### config.mk
export PLATFORM = sky130hd
export DESIGN_NAME = ddr3_avl_arbiter
export DESIGN_NICKNAME = d
export VERILOG_FILES = /design/src/rtl/ddr3_avl_pkg.sv /design/src/rtl/ddr3_rd_tag_fifo.sv /design/src/rtl/ddr3_avl_arbiter.sv
export SDC_FILE = /design/constraint.sdc
export NUM_CORES = 1
export LEC_CHECK = 0
export BUFFER_PORTS_ARGS = -buffer_cell sky130_fd_sc_hd__clkbuf_2
export CORE_AREA = 2 2 300 302
export CTS_BUF_LIST = sky130_fd_sc_hd__clkbuf_2
export CTS_CLUSTER_SIZE = 30
export DETAILED_ROUTE_END_ITERATION = 10
export DIE_AREA = 0 0 302 304
export REMOVE_ABC_BUFFERS = 1
export SLEW_MARGIN = 15
export SYNTH_ARGS = -nofsm -noshare
export SYNTH_HDL_FRONTEND = slang
export SYNTH_SLANG_ARGS = --single-unit
### constraint.sdc
create_clock -name ddr3_clk -period 4.8 [get_ports ddr3_clk]
set_input_delay 0.48 -clock ddr3_clk [delete_from_list [all_inputs] [get_ports ddr3_clk]]
set_output_delay 0.48 -clock ddr3_clk [all_outputs]
set_load 0.01 [all_outputs]
### src/rtl/ddr3_avl_pkg.sv
// ============================================================================
// Module   : ddr3_avl_pkg
// Brief    : Shared types and defaults for the DDR3 Avalon-MM two-port arbiter.
// Revision : 1.0 - initial release
// ============================================================================
`default_nettype none

package ddr3_avl_pkg;

    localparam int DEF_ADDR_W = 26;
    localparam int DEF_DATA_W = 128;

    typedef enum logic [0:0] {
        ST_IDLE    = 1'b0,
        ST_WR_LOCK = 1'b1
    } arb_state_t;

    // port: 0 = A, 1 = B; size is the normalised burst length (never 0)
    typedef struct packed {
        logic       port;
        logic [2:0] size;
    } rd_tag_t;

    function automatic logic [2:0] norm_size(input logic [2:0] size);
        return (size == 3'd0) ? 3'd1 : size;
    endfunction

endpackage

`default_nettype wire

### src/rtl/ddr3_rd_tag_fifo.sv
// ============================================================================
// Module   : ddr3_rd_tag_fifo
// Brief    : Synchronous FIFO holding outstanding read tags in issue order.
// Revision : 1.0 - initial release
// ============================================================================
`default_nettype none

module ddr3_rd_tag_fifo #(
    parameter int DEPTH = 8,
    parameter int W     = 4
) (
    input  logic                     clk,
    input  logic                     rst_n,
    input  logic                     push,
    input  logic [W-1:0]             din,
    input  logic                     pop,
    output logic [W-1:0]             dout,
    output logic                     full,
    output logic                     empty,
    output logic [$clog2(DEPTH):0]   count
);

    localparam int AW = $clog2(DEPTH);

    logic [W-1:0]  mem [DEPTH];
    logic [AW-1:0] r_wr_ptr;
    logic [AW-1:0] r_rd_ptr;
    logic [AW:0]   r_count;
    logic          w_push;
    logic          w_pop;

    assign full   = (r_count == (AW+1)'(DEPTH));
    assign empty  = (r_count == '0);
    assign count  = r_count;
    assign dout   = mem[r_rd_ptr];
    assign w_push = push & ~full;
    assign w_pop  = pop & ~empty;

    always_ff @(posedge clk) begin
        if (w_push) begin
            mem[r_wr_ptr] <= din;
        end
    end

    always_ff @(posedge clk) begin
        if (!rst_n) begin
            r_wr_ptr <= '0;
            r_rd_ptr <= '0;
            r_count  <= '0;
        end else begin
            if (w_push) r_wr_ptr <= r_wr_ptr + 1'b1;
            if (w_pop)  r_rd_ptr <= r_rd_ptr + 1'b1;
            case ({w_push, w_pop})
                2'b10:   r_count <= r_count + 1'b1;
                2'b01:   r_count <= r_count - 1'b1;
                default: r_count <= r_count;
            endcase
        end
    end

endmodule

`default_nettype wire

### src/rtl/ddr3_avl_arbiter.sv
// ============================================================================
// Module   : ddr3_avl_arbiter
// Brief    : Two-master arbiter for one DDR3 Avalon-MM port with atomic write
//            bursts and in-order read-return routing via a tag FIFO.
// Revision : 1.0 - initial release
// ============================================================================
`default_nettype none

module ddr3_avl_arbiter
    import ddr3_avl_pkg::*;
#(
    parameter int ADDR_W    = DEF_ADDR_W,
    parameter int DATA_W    = DEF_DATA_W,
    parameter int TAG_DEPTH = 8,
    parameter int PRIO_A    = 0
) (
    input  logic                        ddr3_clk,
    input  logic                        ddr3_reset_n,
    input  logic                        a_read_req,
    input  logic                        a_burstbegin,
    input  logic [2:0]                  a_size,
    input  logic [ADDR_W-1:0]           a_addr,
    output logic                        a_ready,
    output logic [DATA_W-1:0]           a_rdata,
    output logic                        a_rdata_valid,
    input  logic                        b_read_req,
    input  logic                        b_write_req,
    input  logic                        b_burstbegin,
    input  logic [2:0]                  b_size,
    input  logic [ADDR_W-1:0]           b_addr,
    input  logic [DATA_W-1:0]           b_wdata,
    input  logic [DATA_W/8-1:0]         b_be,
    output logic                        b_ready,
    output logic [DATA_W-1:0]           b_rdata,
    output logic                        b_rdata_valid,
    input  logic                        ddr3_avl_ready,
    output logic                        ddr3_avl_burstbegin,
    output logic                        ddr3_avl_read_req,
    output logic                        ddr3_avl_write_req,
    output logic [2:0]                  ddr3_avl_size,
    output logic [ADDR_W-1:0]           ddr3_avl_addr,
    output logic [DATA_W-1:0]           ddr3_avl_wdata,
    output logic [DATA_W/8-1:0]         ddr3_avl_be,
    input  logic                        ddr3_avl_read_data_valid,
    input  logic [DATA_W-1:0]           ddr3_avl_read_data,
    output logic [$clog2(TAG_DEPTH):0]  rd_outstanding,
    output logic                        err_size,
    output logic                        err_orphan
);

    arb_state_t r_state;
    logic       r_rr_b;
    logic       r_hold;
    logic       r_hold_b;
    logic [2:0] r_remaining;
    logic [2:0] r_beat;
    logic       r_err_size;
    logic       r_err_orphan;

    logic       w_full;
    logic       w_empty;
    rd_tag_t    w_head;
    logic       w_a_el;
    logic       w_b_wr;
    logic       w_b_el;
    logic       w_gnt_a;
    logic       w_gnt_b;
    logic       w_acc;
    logic       w_push;
    logic       w_rdv_ok;
    logic       w_last;

    assign w_a_el = a_read_req & ~w_full;
    assign w_b_wr = b_write_req & b_burstbegin;
    assign w_b_el = w_b_wr | (b_read_req & ~w_full);

    // A stalled command keeps its grant until accepted so the bus never changes mid-command
    always_comb begin
        w_gnt_a = 1'b0;
        w_gnt_b = 1'b0;
        if (!ddr3_reset_n) begin
            w_gnt_a = 1'b0;
        end else if (r_state == ST_WR_LOCK) begin
            w_gnt_b = b_write_req;
        end else if (r_hold) begin
            w_gnt_a = w_a_el & ~r_hold_b;
            w_gnt_b = w_b_el & r_hold_b;
        end else if (w_a_el && w_b_el) begin
            if (PRIO_A != 0 || !r_rr_b) w_gnt_a = 1'b1;
            else                        w_gnt_b = 1'b1;
        end else begin
            w_gnt_a = w_a_el;
            w_gnt_b = w_b_el;
        end
    end

    always_comb begin
        ddr3_avl_burstbegin = 1'b0;
        ddr3_avl_read_req   = 1'b0;
        ddr3_avl_write_req  = 1'b0;
        ddr3_avl_size       = 3'd0;
        ddr3_avl_addr       = '0;
        ddr3_avl_wdata      = '0;
        ddr3_avl_be         = '0;
        if (w_gnt_a) begin
            ddr3_avl_burstbegin = a_burstbegin;
            ddr3_avl_read_req   = 1'b1;
            ddr3_avl_size       = norm_size(a_size);
            ddr3_avl_addr       = a_addr;
        end else if (w_gnt_b) begin
            ddr3_avl_burstbegin = (r_state == ST_IDLE) ? b_burstbegin : 1'b0;
            ddr3_avl_write_req  = (r_state == ST_WR_LOCK) | w_b_wr;
            ddr3_avl_read_req   = (r_state == ST_IDLE) & ~w_b_wr;
            ddr3_avl_size       = norm_size(b_size);
            ddr3_avl_addr       = b_addr;
            if (ddr3_avl_write_req) begin
                ddr3_avl_wdata = b_wdata;
                ddr3_avl_be    = b_be;
            end
        end
    end

    assign a_ready = w_gnt_a & ddr3_avl_ready;
    assign b_ready = w_gnt_b & ddr3_avl_ready;
    assign w_acc   = a_ready | b_ready;
    assign w_push  = w_acc & (r_state == ST_IDLE) & ddr3_avl_read_req;

    assign w_rdv_ok      = ddr3_avl_read_data_valid & ~w_empty & ddr3_reset_n;
    assign w_last        = (r_beat == (w_head.size - 3'd1));
    assign a_rdata       = ddr3_avl_read_data;
    assign b_rdata       = ddr3_avl_read_data;
    assign a_rdata_valid = w_rdv_ok & ~w_head.port;
    assign b_rdata_valid = w_rdv_ok & w_head.port;
    assign err_size      = r_err_size;
    assign err_orphan    = r_err_orphan;

    ddr3_rd_tag_fifo #(
        .DEPTH (TAG_DEPTH),
        .W     ($bits(rd_tag_t))
    ) u_tag_fifo (
        .clk   (ddr3_clk),
        .rst_n (ddr3_reset_n),
        .push  (w_push),
        .din   ({w_gnt_b, ddr3_avl_size}),
        .pop   (w_rdv_ok & w_last),
        .dout  (w_head),
        .full  (w_full),
        .empty (w_empty),
        .count (rd_outstanding)
    );

    always_ff @(posedge ddr3_clk) begin
        if (!ddr3_reset_n) begin
            r_state      <= ST_IDLE;
            r_rr_b       <= 1'b0;
            r_hold       <= 1'b0;
            r_hold_b     <= 1'b0;
            r_remaining  <= 3'd0;
            r_beat       <= 3'd0;
            r_err_size   <= 1'b0;
            r_err_orphan <= 1'b0;
        end else begin
            if (w_rdv_ok) begin
                r_beat <= w_last ? 3'd0 : r_beat + 3'd1;
            end
            if (ddr3_avl_read_data_valid && w_empty) begin
                r_err_orphan <= 1'b1;
            end
            case (r_state)
                ST_IDLE: begin
                    if (w_acc) begin
                        r_hold <= 1'b0;
                        r_rr_b <= w_gnt_a;
                        if (w_gnt_a ? (a_size == 3'd0) : (b_size == 3'd0)) begin
                            r_err_size <= 1'b1;
                        end
                        if (ddr3_avl_write_req && ddr3_avl_size > 3'd1) begin
                            r_state     <= ST_WR_LOCK;
                            r_remaining <= ddr3_avl_size - 3'd1;
                        end
                    end else begin
                        r_hold   <= w_gnt_a | w_gnt_b;
                        r_hold_b <= w_gnt_b;
                    end
                end
                ST_WR_LOCK: begin
                    if (w_acc) begin
                        r_remaining <= r_remaining - 3'd1;
                        if (r_remaining == 3'd1) r_state <= ST_IDLE;
                    end
                end
                default: r_state <= ST_IDLE;
            endcase
        end
    end

endmodule

`default_nettype wire
==> results of run 1 <==
cell usage in the layout (no fill, tap or decap), drive strengths merged, types with 3 or more instances in the layout:
cell,Yosys,routed
clkbuf,25,407
and2,146,146
edfxtp,32,32
a22o,29,29
dfxtp,25,25
nor2,21,21
diode,0,15
nand2,14,14
inv,13,13
a21oi,12,12
mux2i,12,12
ha,11,11
o21ai,9,9
mux4,8,8
nor3,7,7
xor2,6,6
nand2b,5,5
buf,260,5
nor2b,4,4
nand3,4,4
and3,3,3
o21bai,3,3
o211ai,3,3
or3,3,3
clkinv,0,3
area by class of cell:
class                           instances  area [µm²]
Tap cell                             1176        1470
Timing Repair Buffer                  401        2030
Clock buffer                           11        55.1
Sequential cell                        57        1460
Multi-Input combinational cell        326        2360
Inverter                               13        48.8
Fill cell                           10500       81500
Antenna cell                           15        37.5
Clock inverter                          5        72.6
per-layer routing:
layer / track usage / wire [µm] / share of wire
met1: 0.209 / 34000 / 0.38
met2: 0.197 / 26900 / 0.30
met3: 0.249 / 24600 / 0.28
met4: 0.0210 / 1060 / 0.012
met5: 0.0995 / 2090 / 0.024
worst max path at each step:
stage / start / slack [ns] / endpoint
6_report: flop / 0.92 / u_tag_fifo.count[2]$_SDFFE_PN0P_
5_1_grt: flop / 0.60 / u_tag_fifo.count[2]$_SDFFE_PN0P_
4_1_cts: flop / 0.91 / u_tag_fifo.count[2]$_SDFFE_PN0P_
3_5_place_dp: flop / 0.94 / u_tag_fifo.count[2]$_SDFFE_PN0P_
3_3_place_gp: flop / 0.95 / u_tag_fifo.count[2]$_SDFFE_PN0P_
2_1_floorplan: u_tag_fifo.count[0]$_SDFFE_PN0P_ / -1.06 / r_remaining[2]$_SDFFE_PN0P_
power breakdown:
group	internal, mW	switching [mW]	leakage, nW	total, mW
registers	0.528	0.00902	0.497	0.537
clock network	0.173	0.174	0.0811	0.347
logic	0.156	0.199	2.79	0.356
worst max-delay path, stage by stage (launching register included):
cell	delay, ns
sky130_fd_sc_hd__dfxtp_1	0.61
sky130_fd_sc_hd__mux4_2	0.56
sky130_fd_sc_hd__mux2i_1	0.24
sky130_fd_sc_hd__ha_1	0.21
sky130_fd_sc_hd__xor2_1	0.18
sky130_fd_sc_hd__xnor2_1	0.08
sky130_fd_sc_hd__nor3_1	0.34
sky130_fd_sc_hd__nand2_1	0.22
sky130_fd_sc_hd__inv_1	0.15
sky130_fd_sc_hd__ha_1	0.25
sky130_fd_sc_hd__xor2_1	0.17
sky130_fd_sc_hd__ha_1	0.16
sky130_fd_sc_hd__a21oi_1	0.05
sky130_fd_sc_hd__xor2_1	0.16
sky130_fd_sc_hd__or3_1	0.31
sky130_fd_sc_hd__a21oi_1	0.13
kinds of logic (layout without fill, tap and decap cells):
group	count (synthesis)	in the layout	share of synthesized area
AOI/OAI and AO/OA	69	69	0.0886
xor gates and xnor gates	8	8	0.0119
adders and majority gates	11	11	0.0234
buffers and inverters	298	430	0.354
DFF	57	57	0.248
muxes	22	22	0.0554
other	0	15	0
and+or+nand+nor	216	216	0.219
flip-flops by register name (all words and copies together) (netlist names), named ones only:
register,flops
err_size,1
err_orphan,1
r_rr_b,1
u_tag_fifo.mem,32
u_tag_fifo.r_rd_ptr,3
r_hold_b,1
r_state,1
u_tag_fifo.r_wr_ptr,3
r_hold,1
r_beat,3
u_tag_fifo.count,4
r_remaining,3
==> results.env, run 1 <==
RUN_STATUS='finished, final reports clean'
CLOCK_TREE.BUFFER_DEPTH=2
LARGEST_CELLS_BY_AREA_AFTER_SYNTHESIS='sky130_fd_sc_hd__buf_4 (33%), sky130_fd_sc_hd__edfxtp_1 (16%), sky130_fd_sc_hd__and2_1 (16%)'
DETAIL_ROUTE.DRC_VIOLATIONS=0
FINAL_NET_COUNT=1158
CORE_AREA_MM2=0.0890
LAYOUT-AREA-OVERHEAD-VS-SYNTH_PCT=27.9
YOSYS_WARNINGS=0
CAPTURE_POINT_OF_THE_WORST_REG_TO_REG_PATH='u_tag_fifo.count[2]$_SDFFE_PN0P_'
POST-SYNTH-TOP-AREA-CELL='sky130_fd_sc_hd__buf_4'
POWER-PER-CELL-AREA_mW_PER_MM2=165
WORST_EP_REQUIRED_TIME_NS=5.23
MAX_CAP_VIOLATIONS=0
DPL-INSTANCE-AREA_MM2=0.00737
DETAILEDROUTE.FIRSTPASSITERATIONCOUNT=5
MAPPEDNETLISTAREA_MM2=0.00589
FLOORPLAN.DIE_AREA_MM2=0.0918
LAYOUT.CORE_UTILIZATION=0.0846
CLOCK_TREE.HTREE_LEVEL_COUNT=3
SETUP_TNS_NS=0
GP_CONGESTION=0.840
NUMBER_OF_STANDARD_CELLS_AFTER_SYNTHESIS=681
DIE-HEIGHT_UM=304
FLOORPLAN.INITIALDENSITY=0.0662
LAYOUT-DRIVE-GT1-SHARE=0.535
DRT-TOTAL-WL_UM=88700
GRT_ANTENNA_BEFORE_REPAIR=97
CTS-HOLD-FIX-BUFFERS=0
STDCELL_AREA_MM2=0.00753
DRT-WIRELENGTH-PER-CELL_UM=44.2
CTS_REPAIR_RESIZE_COUNT=0
R2R_CELLS=15
GRT_MAX_DEGREE=148
SYNTH_COMMON_CELLS='sky130_fd_sc_hd__buf_4 (256), sky130_fd_sc_hd__and2_1 (146), sky130_fd_sc_hd__edfxtp_1 (32)'
DATA_ARRIVAL_TIME_OF_THE_WORST_PATH_NS=4.31
POST-CTS-SETUP-BUFFER-COUNT=0
START_KIND='flop'
YS_FF_LATCH=57
FINAL_CRITICAL_PATH_SETUP_SLACK_NS=0.918
CTS_MADE_BUFFERS=9
GLOBALROUTEOVERFLOWTOTAL=0
PLACE_HPWL_UM=78600
LAYOUT_MIN_CYCLE_TIME_NS=3.88
SYNTH_CELL_TYPE_COUNT=50
SYNTH-MAIN-FF-CELL='sky130_fd_sc_hd__edfxtp_1'
SETUP_VIOL=0
SYNTHESIS.AREA_PER_INSTANCE_UM2=8.65
SLEW_VIOLATIONS=0
CLKLATENCYLATEPIN_NS=0.50
CTS_TREE='yes'
ASYNC_FLOP_SHARE=0
SLEW_HEADROOM=0.518
SLACK_OF_THE_WORST_REG_TO_REG_PATH_NS=0.92
MAX_FREQ_GHz=0.258
HOLDPATHSTAGES=5
CHIPWIDTH_UM=302
DP_SLACK_NS=0.944
FINAL.SETUP_SKEW_NS=0.0176
VIASPERCELL=3.10
TIMING_WORST_SLEW_PIN_VALUE_NS=0.716
NUM_IO_PINS=781
FIN_CELLS=2004
TRITONCTS_NUM_SINKS=57
FLOORPLAN.ROWS=110
INITIALDRTVIOLATIONCOUNT=520
MIN_PATH_TYPE='in2reg'
CRITICAL_PATH.ENDPOINT_TYPE='flop'
NUMPORTBUFFERS=396
SYNTH_SEQ_AREA_SHARE=0.248
GRT_PASS1_WL_UM=102000
SYNTH-EDFF-COUNT=32
CTS.REPORTEDPATHS.CLKPINSLEW_NS=0.15
DRTANTENNAVIOLNETS=0
FINALPOWER_mW=1.24
CELLLEAKAGEPOWER_nW=3.37
PEAKVDDDROP_mV=0.191
SYNTH_MOST_COMMON_CELL='sky130_fd_sc_hd__buf_4'
CP_MAX_FO=8
VIAS_IN_THE_FIRST_GLOBAL_ROUTE=5631
YOSYSTOPAREACELLSHARE=0.326
FINALHOLDVIOLCOUNT=0
CRITPATHKIND='reg2reg'
CAPTURE_ENDPOINT_OF_THE_WORST_HOLD_PATH='err_orphan$_SDFFE_PN0P_'
GRT_SETUP_UNREPAIRED='false'
WORST_HOLD_SLACK_NS=0.335
GRTUSAGETOTAL=0.186
VIAS=6210
TIMING.HOLD.WORST.START='ddr3_avl_read_data_valid'
TIMING.FINAL.CRIT_SHARE=0.809
CTS.ROOT.BUFFER_CELL='sky130_fd_sc_hd__clkbuf_2'
PLACED_CELLS_INCL_TAPS=1973
Note: power is estimated with default switching activity, not from simulation.
==> inputs of run 2 (changes only) <==
--- a/config.mk
+++ b/config.mk
@@ -6,11 +6,11 @@
 export NUM_CORES = 1
 export LEC_CHECK = 0
 export BUFFER_PORTS_ARGS = -buffer_cell sky130_fd_sc_hd__clkbuf_2
-export CORE_AREA = 2 2 300 302
+export CORE_AREA = 2 2 306 308
 export CTS_BUF_LIST = sky130_fd_sc_hd__clkbuf_2
 export CTS_CLUSTER_SIZE = 30
 export DETAILED_ROUTE_END_ITERATION = 10
-export DIE_AREA = 0 0 302 304
+export DIE_AREA = 0 0 308 310
 export REMOVE_ABC_BUFFERS = 1
 export SLEW_MARGIN = 15
 export SYNTH_ARGS = -nofsm -noshare
==> constraint.sdc (replaced) <==
create_clock -name ddr3_clk -period 3.26 [get_ports ddr3_clk]
set_input_delay 0.326 -clock ddr3_clk [delete_from_list [all_inputs] [get_ports ddr3_clk]]
set_output_delay 0.326 -clock ddr3_clk [all_outputs]
set_load 0.01 [all_outputs]
==> results.env, run 2 (synthesis results as in run 1) <==
RUN_STATUS='finished, final reports clean'
NUMPORTBUFFERS=396
LARGEST_REGISTER_FF_COUNT=32
VIASPERCELL=3.19
CLOCK_TREE.HTREE_LEVEL_COUNT=3
VIAS_IN_THE_FIRST_GLOBAL_ROUTE=5735
COMBPWRFRAC=0.309
SETUP_TNS_NS=0
LAYOUT-AREA-OVERHEAD-VS-SYNTH_PCT=34.5
TIMING_WORST_SLEW_PIN_VALUE_NS=0.623
FLOORPLAN.DIE_AREA_MM2=0.0955
GLOBALROUTEOVERFLOWTOTAL=0
TRITONCTS_NUM_SINKS=57
FIN_CELLS=2057
POWER-PER-CELL-AREA_mW_PER_MM2=258
WORST_EP_REQUIRED_TIME_NS=2.93
GRT_ANTENNA_BEFORE_REPAIR=97
PART_OF_THE_POWER_IN_THE_CLOCK_NETWORK=0.305
SLACK_OF_THE_WORST_REG_TO_REG_PATH_NS=0.10
START_KIND='flop'
MIN_PATH_TYPE='in2reg'
CTS.ROOT.BUFFER_CELL='sky130_fd_sc_hd__clkbuf_2'
PEAKVDDDROP_mV=0.185
DRT-WIRELENGTH-PER-CELL_UM=46.9
GP_CONGESTION=0.820
MOSTFREQUENTLAYOUTCELL='sky130_fd_sc_hd__clkbuf_2'
VIAS=6570
FINAL.SETUP_SKEW_NS=0.0204
CORE_AREA_MM2=0.0925
FLOORPLAN.ROWS=112
MAX_FLOP_REGISTER='u_tag_fifo.mem'
CELLLEAKAGEPOWER_nW=3.50
DIE-HEIGHT_UM=310
DRT-TOTAL-WL_UM=96500
GRT.MET3_USAGE=0.240
R2R_CELLS=15
FINAL_NET_COUNT=1174
CLOCK_TREE.BUFFER_DEPTH=2
CLKLATENCYLATEPIN_NS=0.49
FINAL.FILL_COUNT=10900
FLOORPLAN.INITIALDENSITY=0.0637
MOST_FREQUENT_CELLS_IN_THE_LAYOUT='sky130_fd_sc_hd__clkbuf_2 (404), sky130_fd_sc_hd__and2_1 (146), sky130_fd_sc_hd__edfxtp_1 (32)'
LAYOUT_MIN_CYCLE_TIME_NS=3.19
CP-STARTPOINT='u_tag_fifo.count[0]$_SDFFE_PN0P_'
POWER.SHARE.SEQUENTIAL=0.386
POWER.SWITCHING_mW=0.676
CRITPATHKIND='reg2out'
CTS_TREE='yes'
MAX_CAP_VIOLATIONS=0
GRTUSAGETOTAL=0.195
MAX_FREQ_GHz=0.314
DRTANTENNAVIOLNETS=0
GRT_PASS1_WL_UM=110000
INITIALDRTVIOLATIONCOUNT=556
END_POINT_OF_THE_CRITICAL_PATH='ddr3_avl_addr[22]'
GRT_SETUP_UNREPAIRED='true'
LAYOUT-DRIVE-GT1-SHARE=0.568
SETUP_VIOL=0
FINALHOLDVIOLCOUNT=0
CP_MAX_FO=28
CAPTURE_POINT_OF_THE_WORST_REG_TO_REG_PATH='u_tag_fifo.count[2]$_SDFFE_PN0P_'
SWITCHING_SHARE=0.331
PLACE_HPWL_UM=84700
INTERNAL-POWER_mW=1.37
SLEW_VIOLATIONS=0
GRT_MOST_USED_LAYER='met3'
TIMING.FINAL.CRIT_SHARE=0.977
PLACED_CELLS_INCL_TAPS=2007
CTS.REPORTEDPATHS.CLKPINSLEW_NS=0.19
CRITICAL_PATH.ENDPOINT_TYPE='output port'
GRT_UTIL_MET1=0.226
GLOBALROUTEMET2UTIL=0.212
CHIPWIDTH_UM=308
DETAILEDROUTE.FIRSTPASSITERATIONCOUNT=4
DETAIL_ROUTE.DRC_VIOLATIONS=0
CTS_MADE_BUFFERS=9
SLEW_HEADROOM=0.585
NUM_IO_PINS=781
GRT_MAX_DEGREE=75
DATA_ARRIVAL_TIME_OF_THE_WORST_PATH_NS=2.86
-- run 2: cell count changes in the layout (fill, tap and decap cells not counted), sizes merged --
cell | previous run | this run
buf | 5 | 21
clkbuf | 407 | 405
bufinv | 2 | 3
diode | 15 | 31
inv | 13 | 14
-- run 2: stage by stage --
step	total power, mW	utilization	setup slack (ns)	hold slack (ns)	area (µm²)
2_1_floorplan	1.01	-	-2.60	0.431	3860
3_3_place_gp	1.42	0.0813	0.0907	0.450	7520
3_5_place_dp	1.42	0.0813	0.0645	0.451	7520
4_1_cts	2.05	0.0840	0.0214	0.117	7760
5_1_grt	2.13	0.0850	-0.0975	0.128	7860
6_report	2.04	0.0857	0.0736	0.144	7930
-- run 2: final cells by class --
type | instances | area (µm²) | area share
inverter | 13 | 48.8 | 0.00616
timing repair buffer | 417 | 2240 | 0.282
multi-input combinational | 326 | 2430 | 0.307
clock buffer | 9 | 45.0 | 0.00568
clock inverter | 7 | 118 | 0.0148
tap | 1197 | 1500 | 0.189
antenna | 31 | 77.6 | 0.00979
sequential | 57 | 1470 | 0.186
-- run 2: power by group through the flow --
stage	combinational [mW]	sequential (mW)	clock, mW
final	0.632	0.789	0.623
after global routing	0.678	0.791	0.658
after CTS	0.635	0.790	0.629
after detailed placement	0.618	0.805	0
after global placement	0.613	0.805	0
after floorplan	0.209	0.805	0
-- run 2: worst max-delay path, cell delays in order (launching register included) --
cell	delay [ns]
sky130_fd_sc_hd__dfxtp_1	0.43
sky130_fd_sc_hd__or4b_4	0.60
sky130_fd_sc_hd__mux2_4	0.35
sky130_fd_sc_hd__nor3_4	0.15
sky130_fd_sc_hd__buf_12	0.14
sky130_fd_sc_hd__buf_12	0.17
sky130_fd_sc_hd__a22o_1	0.22
sky130_fd_sc_hd__clkbuf_2	0.24
-- run 2: worst min-delay path by stage --
stage                                        start                                   to  slack (ns)  cells past startpoint
2_1_floorplan  u_tag_fifo.r_rd_ptr[2]$_SDFFE_PN0P_                                 flop        0.43                      1
3_3_place_gp   u_tag_fifo.r_rd_ptr[2]$_SDFFE_PN0P_  u_tag_fifo.r_rd_ptr[2]$_SDFFE_PN0P_        0.45                      1
3_5_place_dp   u_tag_fifo.r_rd_ptr[2]$_SDFFE_PN0P_                                 flop        0.45                      1
4_1_cts                   ddr3_avl_read_data_valid              err_orphan$_SDFFE_PN0P_        0.12                      5
5_1_grt                   ddr3_avl_read_data_valid              err_orphan$_SDFFE_PN0P_        0.13                      5
6_report                  ddr3_avl_read_data_valid              err_orphan$_SDFFE_PN0P_        0.14                      5
-- run 2: timing repair --
item | CTS | global route
hold buffers | 0 | 0
cloned | 1 | 0
pin swaps | 1 | 5
setup buffers | 2 | 0
resized for setup | 4 | 24
setup endpoints to repair | 18 | 164
-- run 2: per-layer routing --
layer / vias up / part of all wire
li1: 2321 / -
met1: 2966 / 0.39
met2: 933 / 0.31
met3: 207 / 0.27
met4: 143 / 0.012
met5: - / 0.020
